[src/rtl/key_detect_pkg.sv]
// Shared types for the key switch detector.
// State encoding and counter sizing helper.
package key_detect_pkg;

  typedef enum logic [2:0] {
    IDLE,
    PRESS_WAIT,
    HELD,
    LONG,
    RELEASE_WAIT
  } key_state_t;

  function automatic int cnt_width(input int long_cycles);
    return $clog2(long_cycles + 1);
  endfunction

endpackage

[src/rtl/key_switch_detect_multi_if.sv]
// Key bank bus: raw keys and clear in, debounced events out.
// master = board/controller side, slave = detector.
interface key_switch_detect_multi_if #(
  parameter int N_KEYS = 2
);
  logic [N_KEYS-1:0] Key;
  logic              Clr_Switch;
  logic [N_KEYS-1:0] key_level;
  logic [N_KEYS-1:0] press_pulse;
  logic [N_KEYS-1:0] release_pulse;
  logic [N_KEYS-1:0] long_pulse;
  logic [N_KEYS-1:0] fake_switch;

  modport master (
    output Key, Clr_Switch,
    input  key_level, press_pulse, release_pulse,
    input  long_pulse, fake_switch
  );

  modport slave (
    input  Key, Clr_Switch,
    output key_level, press_pulse, release_pulse,
    output long_pulse, fake_switch
  );
endinterface

[src/rtl/key_channel_fsm.sv]
// One key channel: synchroniser, polarity fix, debounce FSM,
// saturating counter and long-press bookkeeping.
module key_channel_fsm
  import key_detect_pkg::*;
#(
  parameter int DEBOUNCE_CYCLES = 50000,
  parameter int LONG_CYCLES     = 50000000,
  parameter int ACTIVE_HIGH     = 1
) (
  input  logic clk,
  input  logic rst,
  input  logic key,
  output logic level,
  output logic press_pulse,
  output logic release_pulse,
  output logic long_pulse,
  output logic press_hit
);

  localparam int CW = cnt_width(LONG_CYCLES);
  localparam logic INV = (ACTIVE_HIGH == 0);
  localparam logic [CW-1:0] DEB_LAST = CW'(DEBOUNCE_CYCLES - 1);
  localparam logic [CW-1:0] LONG_LAST = CW'(LONG_CYCLES - 1);
  localparam logic [CW-1:0] ONE = CW'(1);

  logic [1:0] sync;
  logic       act;

  key_state_t    state, state_nxt;
  logic [CW-1:0] cnt, cnt_nxt, cnt_inc;
  logic          was_long, was_long_nxt;
  logic          release_hit, long_hit;

  // Flops reset to the idle key level so reset never looks like a press.
  always_ff @(posedge clk or posedge rst) begin
    if (rst) sync <= {2{INV}};
    else     sync <= {sync[0], key};
  end

  assign act     = sync[1] ^ INV;
  assign cnt_inc = (cnt == '1) ? cnt : cnt + ONE;

  always_ff @(posedge clk or posedge rst) begin
    if (rst) begin
      state         <= IDLE;
      cnt           <= '0;
      was_long      <= 1'b0;
      level         <= 1'b0;
      press_pulse   <= 1'b0;
      release_pulse <= 1'b0;
      long_pulse    <= 1'b0;
    end else begin
      state         <= state_nxt;
      cnt           <= cnt_nxt;
      was_long      <= was_long_nxt;
      press_pulse   <= press_hit;
      release_pulse <= release_hit;
      long_pulse    <= long_hit;
      if (press_hit)        level <= 1'b1;
      else if (release_hit) level <= 1'b0;
    end
  end

  always_comb begin
    state_nxt    = state;
    cnt_nxt      = cnt;
    was_long_nxt = was_long;
    unique case (state)
      IDLE: begin
        if (act) begin
          state_nxt = PRESS_WAIT;
          cnt_nxt   = ONE;
        end
      end
      PRESS_WAIT: begin
        if (!act) begin
          state_nxt = IDLE;
          cnt_nxt   = '0;
        end else if (cnt == DEB_LAST) begin
          state_nxt = HELD;
          cnt_nxt   = '0;
        end else begin
          cnt_nxt = cnt_inc;
        end
      end
      HELD: begin
        if (!act) begin
          state_nxt = RELEASE_WAIT;
          cnt_nxt   = ONE;
        end else if (cnt == LONG_LAST) begin
          state_nxt    = LONG;
          was_long_nxt = 1'b1;
        end else begin
          cnt_nxt = cnt_inc;
        end
      end
      LONG: begin
        if (!act) begin
          state_nxt = RELEASE_WAIT;
          cnt_nxt   = ONE;
        end
      end
      RELEASE_WAIT: begin
        if (act) begin
          state_nxt = was_long ? LONG : HELD;
          cnt_nxt   = '0;
        end else if (cnt == DEB_LAST) begin
          state_nxt    = IDLE;
          cnt_nxt      = '0;
          was_long_nxt = 1'b0;
        end else begin
          cnt_nxt = cnt_inc;
        end
      end
      default: begin
        state_nxt = IDLE;
        cnt_nxt   = '0;
      end
    endcase
  end

  always_comb begin
    press_hit   = (state == PRESS_WAIT) && act && (cnt == DEB_LAST);
    release_hit = (state == RELEASE_WAIT) && !act && (cnt == DEB_LAST);
    long_hit    = (state == HELD) && act && (cnt == LONG_LAST);
  end

endmodule

[src/rtl/key_switch_detect_multi.sv]
// N-channel push-button front end with latching fake switches.
module key_switch_detect_multi
  import key_detect_pkg::*;
#(
  parameter int N_KEYS          = 2,
  parameter int DEBOUNCE_CYCLES = 50000,
  parameter int LONG_CYCLES     = 50000000,
  parameter int ACTIVE_HIGH     = 1
) (
  input logic                 Sys_CLK,
  input logic                 Sys_RST,
  key_switch_detect_multi_if.slave bus
);

  logic [N_KEYS-1:0] lvl, pp, rp, lp, hit, fake;

  for (genvar i = 0; i < N_KEYS; i++) begin : g_ch
    key_channel_fsm #(
      .DEBOUNCE_CYCLES(DEBOUNCE_CYCLES),
      .LONG_CYCLES    (LONG_CYCLES),
      .ACTIVE_HIGH    (ACTIVE_HIGH)
    ) u_ch (
      .clk          (Sys_CLK),
      .rst          (Sys_RST),
      .key          (bus.Key[i]),
      .level        (lvl[i]),
      .press_pulse  (pp[i]),
      .release_pulse(rp[i]),
      .long_pulse   (lp[i]),
      .press_hit    (hit[i])
    );
  end

  // Toggle lands on the same edge as press_pulse; clear wins.
  always_ff @(posedge Sys_CLK or posedge Sys_RST) begin
    if (Sys_RST)             fake <= '0;
    else if (bus.Clr_Switch) fake <= '0;
    else                     fake <= fake ^ hit;
  end

  assign bus.key_level     = lvl;
  assign bus.press_pulse   = pp;
  assign bus.release_pulse = rp;
  assign bus.long_pulse    = lp;
  assign bus.fake_switch   = fake;

endmodule

[src/flat_wrapper.sv]
// flat-port wrapper written by rule: the top's interface ports become plain ports
module key_switch_detect_multi_flat import key_detect_pkg::*;
#(
  parameter int N_KEYS          = 2,
  parameter int DEBOUNCE_CYCLES = 50000,
  parameter int LONG_CYCLES     = 50000000,
  parameter int ACTIVE_HIGH     = 1
)
  (Sys_CLK, Sys_RST, bus_Key, bus_Clr_Switch, bus_key_level, bus_press_pulse, bus_release_pulse, bus_long_pulse, bus_fake_switch);
  key_switch_detect_multi_if #(.N_KEYS(N_KEYS)) bus_i ();
  input logic Sys_CLK;
  input logic Sys_RST;
  input wire logic [$bits(bus_i.Key)-1:0] bus_Key;
  input wire logic [$bits(bus_i.Clr_Switch)-1:0] bus_Clr_Switch;
  output wire logic [$bits(bus_i.key_level)-1:0] bus_key_level;
  output wire logic [$bits(bus_i.press_pulse)-1:0] bus_press_pulse;
  output wire logic [$bits(bus_i.release_pulse)-1:0] bus_release_pulse;
  output wire logic [$bits(bus_i.long_pulse)-1:0] bus_long_pulse;
  output wire logic [$bits(bus_i.fake_switch)-1:0] bus_fake_switch;
  assign bus_i.Key = bus_Key;
  assign bus_i.Clr_Switch = bus_Clr_Switch;
  assign bus_key_level = bus_i.key_level;
  assign bus_press_pulse = bus_i.press_pulse;
  assign bus_release_pulse = bus_i.release_pulse;
  assign bus_long_pulse = bus_i.long_pulse;
  assign bus_fake_switch = bus_i.fake_switch;
  key_switch_detect_multi #(.N_KEYS(N_KEYS), .DEBOUNCE_CYCLES(DEBOUNCE_CYCLES), .LONG_CYCLES(LONG_CYCLES), .ACTIVE_HIGH(ACTIVE_HIGH)) u_core (.Sys_CLK(Sys_CLK), .Sys_RST(Sys_RST), .bus(bus_i));
endmodule
[config.mk]
export PLATFORM = sky130hd
export DESIGN_NAME = key_switch_detect_multi_flat
export DESIGN_NICKNAME = d
export VERILOG_FILES = /design/src/rtl/key_detect_pkg.sv /design/src/rtl/key_switch_detect_multi_if.sv /design/src/rtl/key_channel_fsm.sv /design/src/rtl/key_switch_detect_multi.sv /design/src/flat_wrapper.sv
export SDC_FILE = /design/constraint.sdc
export NUM_CORES = 1
export LEC_CHECK = 0
export BUFFER_PORTS_ARGS = -buffer_cell sky130_fd_sc_hd__buf_2
export CELL_PAD_IN_SITES_DETAIL_PLACEMENT = 1
export CELL_PAD_IN_SITES_GLOBAL_PLACEMENT = 2
export CORE_UTILIZATION = 40
export CTS_BUF_LIST = sky130_fd_sc_hd__clkbuf_16
export DETAILED_ROUTE_END_ITERATION = 8
export HOLD_SLACK_MARGIN = 0.12
export PLACE_DENSITY_LB_ADDON = 0.3
export SETUP_SLACK_MARGIN = 0.3
export SLEW_MARGIN = 20
export SYNTH_ARGS = -nofsm -noshare
export SYNTH_HDL_FRONTEND = slang
export SYNTH_SLANG_ARGS = --single-unit
[constraint.sdc]
create_clock -name Sys_CLK -period 3.1 [get_ports Sys_CLK]
set_input_delay 0.62 -clock Sys_CLK [delete_from_list [all_inputs] [get_ports Sys_CLK]]
set_output_delay 0.62 -clock Sys_CLK [all_outputs]
set_load 0.01 [all_outputs]
==> reports/results.tsv, run 1 <==
metric	value	unit
outcome	completed	
coreArea	10800	um2
fin_nets	489	
grt_usage	22.2	%
end_kind	flop	
worstPathRequired	3.31	ns
post-dp-hpwl	8.25	mm
vias_per_cell	5.83	
multi_input_area	2370	um2
p_leak	1.94	nW
crit_type	flop to flop	
antenna_found_initial	0	
vdd_ir_drop_max	0.000254	V
grt_start_max_net_pins	43	
num_antenna_cells	0	
arrival	2.76	ns
clk_pin_slew_worst_paths	0.06	ns
worst_hold_slack	0.351	ns
synth_fp_nets	486	
seq_area	1850	um2
insertion_delay	0.34	ns
crit_chain	ha_1 > nand3_1 > nor3_1 > nand2_2 > a21oi_2 > a2bb2oi_4 > buf_4 > nor2_1	
setup-tns-final	0	ns
vias	3655	
power_switching	648	uW
hold_viol	0	
swShare	25.7	%
drv_slew	0	
die_w	107	um
synthesis.area	4420	um2
min_path_type	flop to flop	
cts_num_sinks	74	
clock_path_buffers	2	
synth_flop_cell	dfrtp_1	
seq_area_frac_synth	41.9	%
path_delay_family	simple AND/OR/NAND/NOR gates	
p_per_area	518	nW/um2
drt-wirelength-per-cell	18.1	um
synth_edf_count	0	
htree_levels	3	
first_pass_iters	4	
timing.final.crit_share	82.3	%
grt_pass1_wl	19.8	mm
cts_tree	yes	
drc	0	
routed_wirelength	11.4	mm
rsz0062_at_grt	no	
min_period	2.55	ns
final_cell_mix	dfrtp_1 (74), nor2_1 (55), nand3_1 (34)	
worst_slew_pin_slew	0.769	ns
row_count	38	
slew_headroom	48.7	%
setup_viol_count_final	0	
cts_setup_buffers	0	
max_freq	392	MHz
root_buffer	clkbuf_16	
intPower	1.88	mW
initial_core_util	40.9	%
first_global_vias	3891	
portBuffers	14	
grt_overflow	0	
worst_clock_skew	0.00765	ns
clockPowerShare	46.8	%
nFillCells	1216	
slowest_stage	nor3_1	
drive_gt1_share	13.3	%
worstSetupStartpointType	flop	
synthArstFlopShare	100	%
pwr-share-seq	41.3	%
dieArea	11500	um2
yosysUniqueCellTypes	63	
post_cts_resized	0	
final_antenna_net_count	0	
syn_to_final_growth	10.4	%
drv_cap	0	
path_buf_inv	1	
ys_ff_latch	74	
ctsHoldBuffers	0	
cp_max_fo	25	
gp_congestion	0.837	
ys.warnings.count	0	
layout_commonest_cell	dfrtp_1	
synthCells	479	
drt_iter0_markers	91	
synth.avg_cell_area	9.22	um2
comb_power_share	11.8	%
die_h	107	um
numCtsBuffers	9	
slowest_delay	0.53	ns
boundaryPins	15	
## metrics by stage
step	setup WS, ns	power, mW	cells	utilization [%]	area, um2
4_1_cts	0.487	2.57	627	45.2	4880
3_5_place_dp	0.495	1.37	611	42.1	4540
2_1_floorplan	0.598	1.28	479	-	4420
6_report	0.549	2.53	627	45.2	4880
5_1_grt	0.321	2.64	627	45.2	4880
3_3_place_gp	0.595	1.35	611	42.1	4540
## layout make-up
cell class                      count  share of cell area [%]
Clock inverter                      7                    2.21
Sequential cell                    74                    38.0
Inverter                            6                   0.487
Tap cell                          140                    3.59
Clock buffer                        9                    4.62
Multi-Input combinational cell    370                    48.6
Timing Repair Buffer               21                    2.51
## Yosys cell counts (8+ instances only)
| library cell | count | area share, % |
|---|---|---|
| o21ai_0 | 17 | 1.9 |
| nor3_1 | 18 | 2.0 |
| o31ai_1 | 8 | 1.4 |
| dfrtp_1 | 74 | 42 |
| xor2_1 | 24 | 4.8 |
| clkbuf_1 | 10 | 0.85 |
| nand2_1 | 33 | 2.8 |
| nand4_1 | 23 | 3.3 |
| or4_1 | 8 | 1.4 |
| a21oi_1 | 22 | 2.5 |
| nor2_1 | 55 | 4.7 |
| nand3_1 | 34 | 3.9 |
| and3_1 | 12 | 1.7 |
| and2_1 | 12 | 1.7 |
| buf_4 | 8 | 1.4 |
## worst paths after layout
check / depth (start not counted) / to / slack, ns / from
hold reg to reg: 0 / u_core.g_ch[1].u_ch.sync[1] / 0.35 / u_core.g_ch[1].u_ch.sync[0]
hold / removal: 0 / u_core.g_ch[1].u_ch.sync[1] / 0.35 / u_core.g_ch[1].u_ch.sync[0]
max in group asynchronous: 3 / u_core.g_ch[0].u_ch.sync[1] / 1.98 / Sys_RST
setup / recovery: 8 / u_core.g_ch[1].u_ch.cnt[14] / 0.55 / u_core.g_ch[1].u_ch.cnt[0]
setup reg to reg: 8 / u_core.g_ch[1].u_ch.cnt[14] / 0.55 / u_core.g_ch[1].u_ch.cnt[0]
min in group asynchronous: 2 / u_core.g_ch[0].u_ch.cnt[9] / 0.39 / Sys_RST
## power groups by stage
stage / clock network, mW / logic, mW / registers (mW)
final: 1.18 / 0.299 / 1.04
after global placement: 0 / 0.294 / 1.06
after floorplan: 0 / 0.244 / 1.03
after global routing: 1.25 / 0.337 / 1.05
after CTS: 1.21 / 0.309 / 1.04
after detailed placement: 0 / 0.309 / 1.06
## cell families after synthesis
group	synth area share [%]
AND/OR/NAND/NOR	31.8
multiplexers	0.907
buffers and inverters	4.39
AO/OA/AOI/OAI	14.4
XOR/XNOR	5.95
adder cells (fa/ha/maj)	0.566
flip-flops	41.9
## routing by layer
layer,track usage [%],wire (um)
met4,10.6,274
met5,0,0
met1,27.9,5240
met2,37.2,5640
met3,3.40,206
## flip-flops by register name, indices dropped and copies added (netlist names)
name	flops
u_core.g_ch.u_ch.was_long	2
u_core.g_ch.u_ch.release_pulse	2
u_core.g_ch.u_ch.state	6
u_core.g_ch.u_ch.long_pulse	2
u_core.g_ch.u_ch.level	2
u_core.bus.fake_switch	2
u_core.g_ch.u_ch.sync	4
u_core.g_ch.u_ch.cnt	52
u_core.g_ch.u_ch.press_pulse	2
No activity file was read; power rests on OpenSTA's default activity.
==> run 2, diff against run 1 <==
==> constraint.sdc (replaced) <==
create_clock -name Sys_CLK -period 2.6 [get_ports Sys_CLK]
set_input_delay 0.52 -clock Sys_CLK [delete_from_list [all_inputs] [get_ports Sys_CLK]]
set_output_delay 0.52 -clock Sys_CLK [all_outputs]
set_load 0.01 [all_outputs]
==> reports/results.tsv, run 2 (same netlist as run 1, synthesis figures left out) <==
metric	value	unit	change
drt-wirelength-per-cell	18.5	um	was 18.1 um
final_cell_mix	dfrtp_1 (68), nor2_1 (54), buf_4 (40)		was dfrtp_1 (74), nor2_1 (55), nand3_1 (34)
clock_path_buffers	2		unchanged
p_per_area	587	nW/um2	was 518 nW/um2
fin_nets	523		was 489
top_regs	u_core.g_ch.u_ch.cnt (52), u_core.g_ch.u_ch.state (6), u_core.g_ch.u_ch.sync (4)		unchanged
grt_overflow	0		unchanged
clk_pin_slew_worst_paths	0.06	ns	about the same
worstPathRequired	2.80	ns	was 3.31 ns
design_area	5310	um2	was 4880 um2
row_count	38		unchanged
portBuffers	14		unchanged
cp_max_fo	25		unchanged
die_w	107	um	unchanged
r2r_cells	7		was 8
first_pass_iters	4		unchanged
crit_type	flop to flop		unchanged
cts_tree	yes		unchanged
post-dp-hpwl	8.69	mm	was 8.25 mm
worstSetupStartpointType	flop		unchanged
worst_clock_skew	0.00558	ns	was 0.00765 ns
crit_chain	or4_4 > nor4_4 > nand2_2 > a21oi_2 > a2bb2oi_4 > buf_12 > a311oi_1		was ha_1 > nand3_1 > nor3_1 > nand2_2 > a21oi_2 > a2bb2oi_4 > buf_4 > nor2_1
nFillCells	1207		was 1,216
place_ws	0.148	ns	was 0.495 ns
root_buffer	clkbuf_16		unchanged
drv_cap	0		unchanged
routed_wirelength	12.2	mm	was 11.4 mm
hold_viol	0		unchanged
max_freq	437	MHz	was 392 MHz
timing.final.crit_share	87.9	%	was 82.3%
drc	0		unchanged
setup_slack	0.314	ns	was 0.549 ns
vias_per_cell	5.75		was 5.83
htree_levels	3		unchanged
syn_to_final_growth	20.1	%	was 10.4%
drv_slew	0		unchanged
vias	3803		was 3,655
layout_commonest_cell	dfrtp_1		unchanged
largest_reg_flops	52		unchanged
dieArea	11500	um2	unchanged
drt_iter0_markers	115		was 91
vdd_ir_drop_max	0.000282	V	was 0.000254 V
slew_headroom	61.2	%	was 48.7%
arrival	2.48	ns	was 2.76 ns
p_leak	2.17	nW	was 1.94 nW
min_period	2.29	ns	was 2.55 ns
coreArea	10800	um2	unchanged
setup_viol_count_final	0		unchanged
final-instance-count-excl-fill	661		was 627
die_h	107	um	unchanged
min_path_type	input port to asynchronous set/reset pin		was flop to flop
slowest_delay	0.57	ns	was 0.53 ns
slowest_stage	or4_4		was nor3_1
worst_slew_pin_slew	0.582	ns	was 0.769 ns
rsz0062_at_grt	yes		was no
reg2reg_slack	0.31	ns	was 0.55 ns
boundaryPins	15		unchanged
setup-tns-final	0	ns	unchanged
r2r_start	u_core.g_ch[1].u_ch.cnt[12]		was u_core.g_ch[1].u_ch.cnt[0]
num_antenna_cells	0		unchanged
numCtsBuffers	9		unchanged
drive_gt1_share	23.4	%	was 13.3%
regMostFlops	u_core.g_ch.u_ch.cnt		unchanged
r2r-end	u_core.g_ch[1].u_ch.cnt[25]		was u_core.g_ch[1].u_ch.cnt[14]
initial_core_util	40.9	%	unchanged
final_antenna_net_count	0		unchanged
gp_congestion	0.800		was 0.837
outcome	completed		unchanged
dp.cells	627		was 611
grt_usage	22.5	%	was 22.2%
grt_pass1_wl	20.3	mm	was 19.8 mm
ctsHoldBuffers	0		unchanged
antenna_found_initial	0		unchanged
dpl_cell_area	4680	um2	was 4540 um2
insertion_delay	0.34	ns	about the same
first_global_vias	3974		was 3,891
end_kind	flop		unchanged
grt_start_max_net_pins	26		was 43
cts_num_sinks	74		unchanged
## run 2: cell types whose count changed in the layout (fill, tap and decap cells not counted), sizes merged
cell	delta
buf	+34
clkinv	-1
clkinvlp	+1
## run 2: worst max-delay path: cells and delay by family (launching register included)
kind                   cells  cell delay (ns)
and+or+nand+nor            3             1.09
AOI/OAI and AO/OA          3             0.44
DFF                        1             0.43
buffers and inverters      1             0.18
## run 2: area by class of cell
| cell class | instances | area (um2) | share of cell area, % |
|---|---|---|---|
| multi-input combinational | 370 | 2510 | 47.3 |
| inverter | 6 | 26.3 | 0.495 |
| clock inverter | 7 | 118 | 2.22 |
| sequential | 74 | 1860 | 35.0 |
| timing repair buffer | 55 | 390 | 7.36 |
| clock buffer | 9 | 225 | 4.25 |
| tap | 140 | 175 | 3.30 |
## run 2: repair_timing
action,4_1_cts,5_1_grt
pin swaps,3,16
buffers inserted,4,14
endpoints found under the setup margin,50,55
resized for setup,7,26
## run 2: worst max-delay path by stage
stage	slack [ns]	start	depth (start not counted)	end
detailed placement	0.15	u_core.g_ch[0].u_ch.cnt[7]	7	u_core.g_ch[0].u_ch.cnt[13]
floorplan	0.46	u_core.g_ch[1].u_ch.cnt[11]	7	u_core.g_ch[1].u_ch.cnt[8]
CTS	0.25	u_core.g_ch[1].u_ch.cnt[0]	7	u_core.g_ch[1].u_ch.cnt[7]
global placement	0.30	u_core.g_ch[0].u_ch.cnt[13]	7	u_core.g_ch[0].u_ch.cnt[7]
finish	0.31	u_core.g_ch[1].u_ch.cnt[12]	7	u_core.g_ch[1].u_ch.cnt[25]
global route	0.22	u_core.g_ch[1].u_ch.cnt[12]	7	u_core.g_ch[1].u_ch.cnt[25]
## run 2: stage by stage
step           util (%)  power (mW)  hold WS (ns)
2_1_floorplan         -        1.52         0.331
3_3_place_gp       43.4        1.65         0.333
3_5_place_dp       43.4        1.67         0.337
4_1_cts            47.2        3.13         0.216
5_1_grt            49.2        3.23         0.255
6_report           49.2        3.12         0.209
## run 2: power by group
part,switching [mW],internal (mW)
logic,0.273,0.174
registers,0.0424,1.19
clock network,0.503,0.937
total,0.818,2.30
## run 2: metal layers
layer,global-route usage (%),up-vias,share of wire (%)
met2,39.7,43,51
met1,28.0,1913,45
met5,0,-,0
met3,2.37,21,1.4
met4,8.90,0,2.1
li1,-,1826,-
==> run 3, diff against run 2 <==
--- a/config.mk
+++ b/config.mk
@@ -11,6 +11,7 @@
 export CORE_UTILIZATION = 40
 export CTS_BUF_LIST = sky130_fd_sc_hd__clkbuf_16
 export DETAILED_ROUTE_END_ITERATION = 8
+export GPL_TIMING_DRIVEN = 0
 export HOLD_SLACK_MARGIN = 0.12
 export PLACE_DENSITY_LB_ADDON = 0.3
 export SETUP_SLACK_MARGIN = 0.3
==> reports/results.tsv, run 3 (same netlist as run 1, synthesis figures left out) <==
metric	value	unit	change
coreArea	10800	um2	unchanged
design_area	5560	um2	was 5310 um2
vdd_ir_drop_max	0.000309	V	was 0.000282 V
grt_start_max_net_pins	28		was 26
grt_overflow	0		unchanged
initial_core_util	40.9	%	unchanged
r2r_start	u_core.g_ch[1].u_ch.cnt[16]		was u_core.g_ch[1].u_ch.cnt[12]
worst_clock_skew	0.00818	ns	was 0.00558 ns
row_count	38		unchanged
r2r-end	u_core.g_ch[1].u_ch.cnt[14]		was u_core.g_ch[1].u_ch.cnt[25]
routed_wirelength	13.0	mm	was 12.2 mm
ctsHoldBuffers	0		unchanged
cts_tree	yes		unchanged
drv_cap	0		unchanged
drv_slew	0		unchanged
timing.final.crit_share	91.5	%	was 87.9%
p_per_area	559	nW/um2	was 587 nW/um2
worst_hold_slack	0.211	ns	was 0.209 ns
drt_iter0_markers	111		was 115
largest_reg_flops	52		unchanged
post-dp-hpwl	8.49	mm	was 8.69 mm
cts_num_sinks	74		unchanged
reg2reg_slack	0.22	ns	was 0.31 ns
slew_headroom	54.9	%	was 61.2%
vias	3984		was 3,803
drive_gt1_share	27.2	%	was 23.4%
clock_path_buffers	2		unchanged
final-instance-count-excl-fill	687		was 661
antenna_found_initial	0		unchanged
hold_viol	0		unchanged
num_antenna_cells	0		unchanged
slowest_stage	or4_4		unchanged
worstSetupStartpointType	flop		unchanged
vias_per_cell	5.80		was 5.75
worst_slew_pin_slew	0.674	ns	was 0.582 ns
max_freq	420	MHz	was 437 MHz
drt-wirelength-per-cell	18.9	um	was 18.5 um
outcome	completed		unchanged
setup-tns-final	0	ns	unchanged
slowest_delay	0.57	ns	about the same
first_pass_iters	4		unchanged
dieArea	11500	um2	unchanged
numCtsBuffers	9		unchanged
top_regs	u_core.g_ch.u_ch.cnt (52), u_core.g_ch.u_ch.state (6), u_core.g_ch.u_ch.sync (4)		unchanged
layout_commonest_cell	dfrtp_1		unchanged
end_kind	flop		unchanged
setup_viol_count_final	0		unchanged
crit_type	flop to flop		unchanged
drc	0		unchanged
dpl_cell_area	4710	um2	was 4680 um2
r2r_cells	8		was 7
cp_max_fo	6		was 25
arrival	2.61	ns	was 2.48 ns
gp_congestion	0.795		was 0.800
grt_pass1_wl	20.6	mm	was 20.3 mm
syn_to_final_growth	25.9	%	was 20.1%
clk_pin_slew_worst_paths	0.06	ns	about the same
crit_start	u_core.g_ch[1].u_ch.cnt[16]		was u_core.g_ch[1].u_ch.cnt[12]
grt_usage	23.2	%	was 22.5%
worstPathRequired	2.83	ns	was 2.80 ns
crit_chain	or4_4 > nor4_4 > nand2_2 > a21oi_2 > a2bb2oi_4 > buf_12 > buf_8 > nor2_1		was or4_4 > nor4_4 > nand2_2 > a21oi_2 > a2bb2oi_4 > buf_12 > a311oi_1
first_global_vias	4053		was 3,974
die_w	107	um	unchanged
final_antenna_net_count	0		unchanged
rsz0062_at_grt	yes		unchanged
htree_levels	3		unchanged
insertion_delay	0.35	ns	was 0.34 ns
min_path_type	input port to asynchronous set/reset pin		unchanged
die_h	107	um	unchanged
fin_nets	549		was 523
boundaryPins	15		unchanged
root_buffer	clkbuf_16		unchanged
dp.cells	635		was 627
min_period	2.38	ns	was 2.29 ns
portBuffers	14		unchanged
final_cell_mix	dfrtp_1 (68), nor2_1 (50), buf_4 (41)		was dfrtp_1 (68), nor2_1 (54), buf_4 (40)
regMostFlops	u_core.g_ch.u_ch.cnt		unchanged
p_leak	2.30	nW	was 2.17 nW
## run 3: cell types whose count changed in the layout (fill, tap and decap cells not counted), sizes merged
cell	change
clkbuf	+8
bufinv	-1
clkinv	-1
clkinvlp	+2
buf	+18
## run 3: power by group
group / leakage, nW / switching (mW) / total [mW] / internal, mW
combinational: 1.14 / 0.310 / 0.527 / 0.218
sequential: 1.00 / 0.0336 / 1.22 / 1.19
clock: 0.151 / 0.521 / 1.36 / 0.838
total: 2.30 / 0.865 / 3.11 / 2.24
## run 3: how the worst max path moves through the flow
stage | endpoint | slack (ns) | depth (start not counted)
4_1_cts | u_core.g_ch[1].u_ch.cnt[14] | 0.27 | 7
5_1_grt | u_core.g_ch[1].u_ch.cnt[13] | 0.17 | 8
6_report | u_core.g_ch[1].u_ch.cnt[14] | 0.22 | 8
2_1_floorplan | u_core.g_ch[1].u_ch.cnt[8] | 0.46 | 7
3_3_place_gp | u_core.g_ch[0].u_ch.cnt[4] | -0.02 | 8
3_5_place_dp | u_core.g_ch[0].u_ch.cnt[12] | -0.09 | 8
## run 3: layout make-up
type | instances | area (um2)
Sequential cell | 74 | 1860
Timing Repair Buffer | 52 | 408
Inverter | 6 | 26.3
Tap cell | 140 | 175
Multi-Input combinational cell | 370 | 2560
Buffer | 29 | 208
Fill cell | 1232 | 5230
Clock inverter | 7 | 93.8
Clock buffer | 9 | 225
## run 3: repair_timing
action	in CTS	in global routing
setup buffers	16	18
gates resized for setup	28	39
cloned	0	2
pin swaps	13	16
endpoints found under the setup margin	52	51
## run 3: through the flow
step                      total power [mW]  worst slack, ns  util (%)
final                                 3.11            0.221      51.5
after global routing                  3.23            0.172      51.5
after CTS                             3.07            0.266      48.8
after detailed placement              1.64          -0.0902      43.6
after global placement                1.62          -0.0155      43.2
after floorplan                       1.52            0.461         -
## run 3: layer usage
metal	track usage, %	up-vias	routed length, um
met1	27.7	2027	5680
met5	0	-	0
li1	-	1880	-
met3	4.01	16	335
met2	40.3	61	6740
met4	11.0	0	200
## run 3: worst max-delay path: cells and delay by family (launching register included)
family                 cells  cell delay, ns
buffers and inverters      2            0.26
DFF                        1            0.42
and+or+nand+nor            4            1.20
AOI/OAI and AO/OA          2            0.37
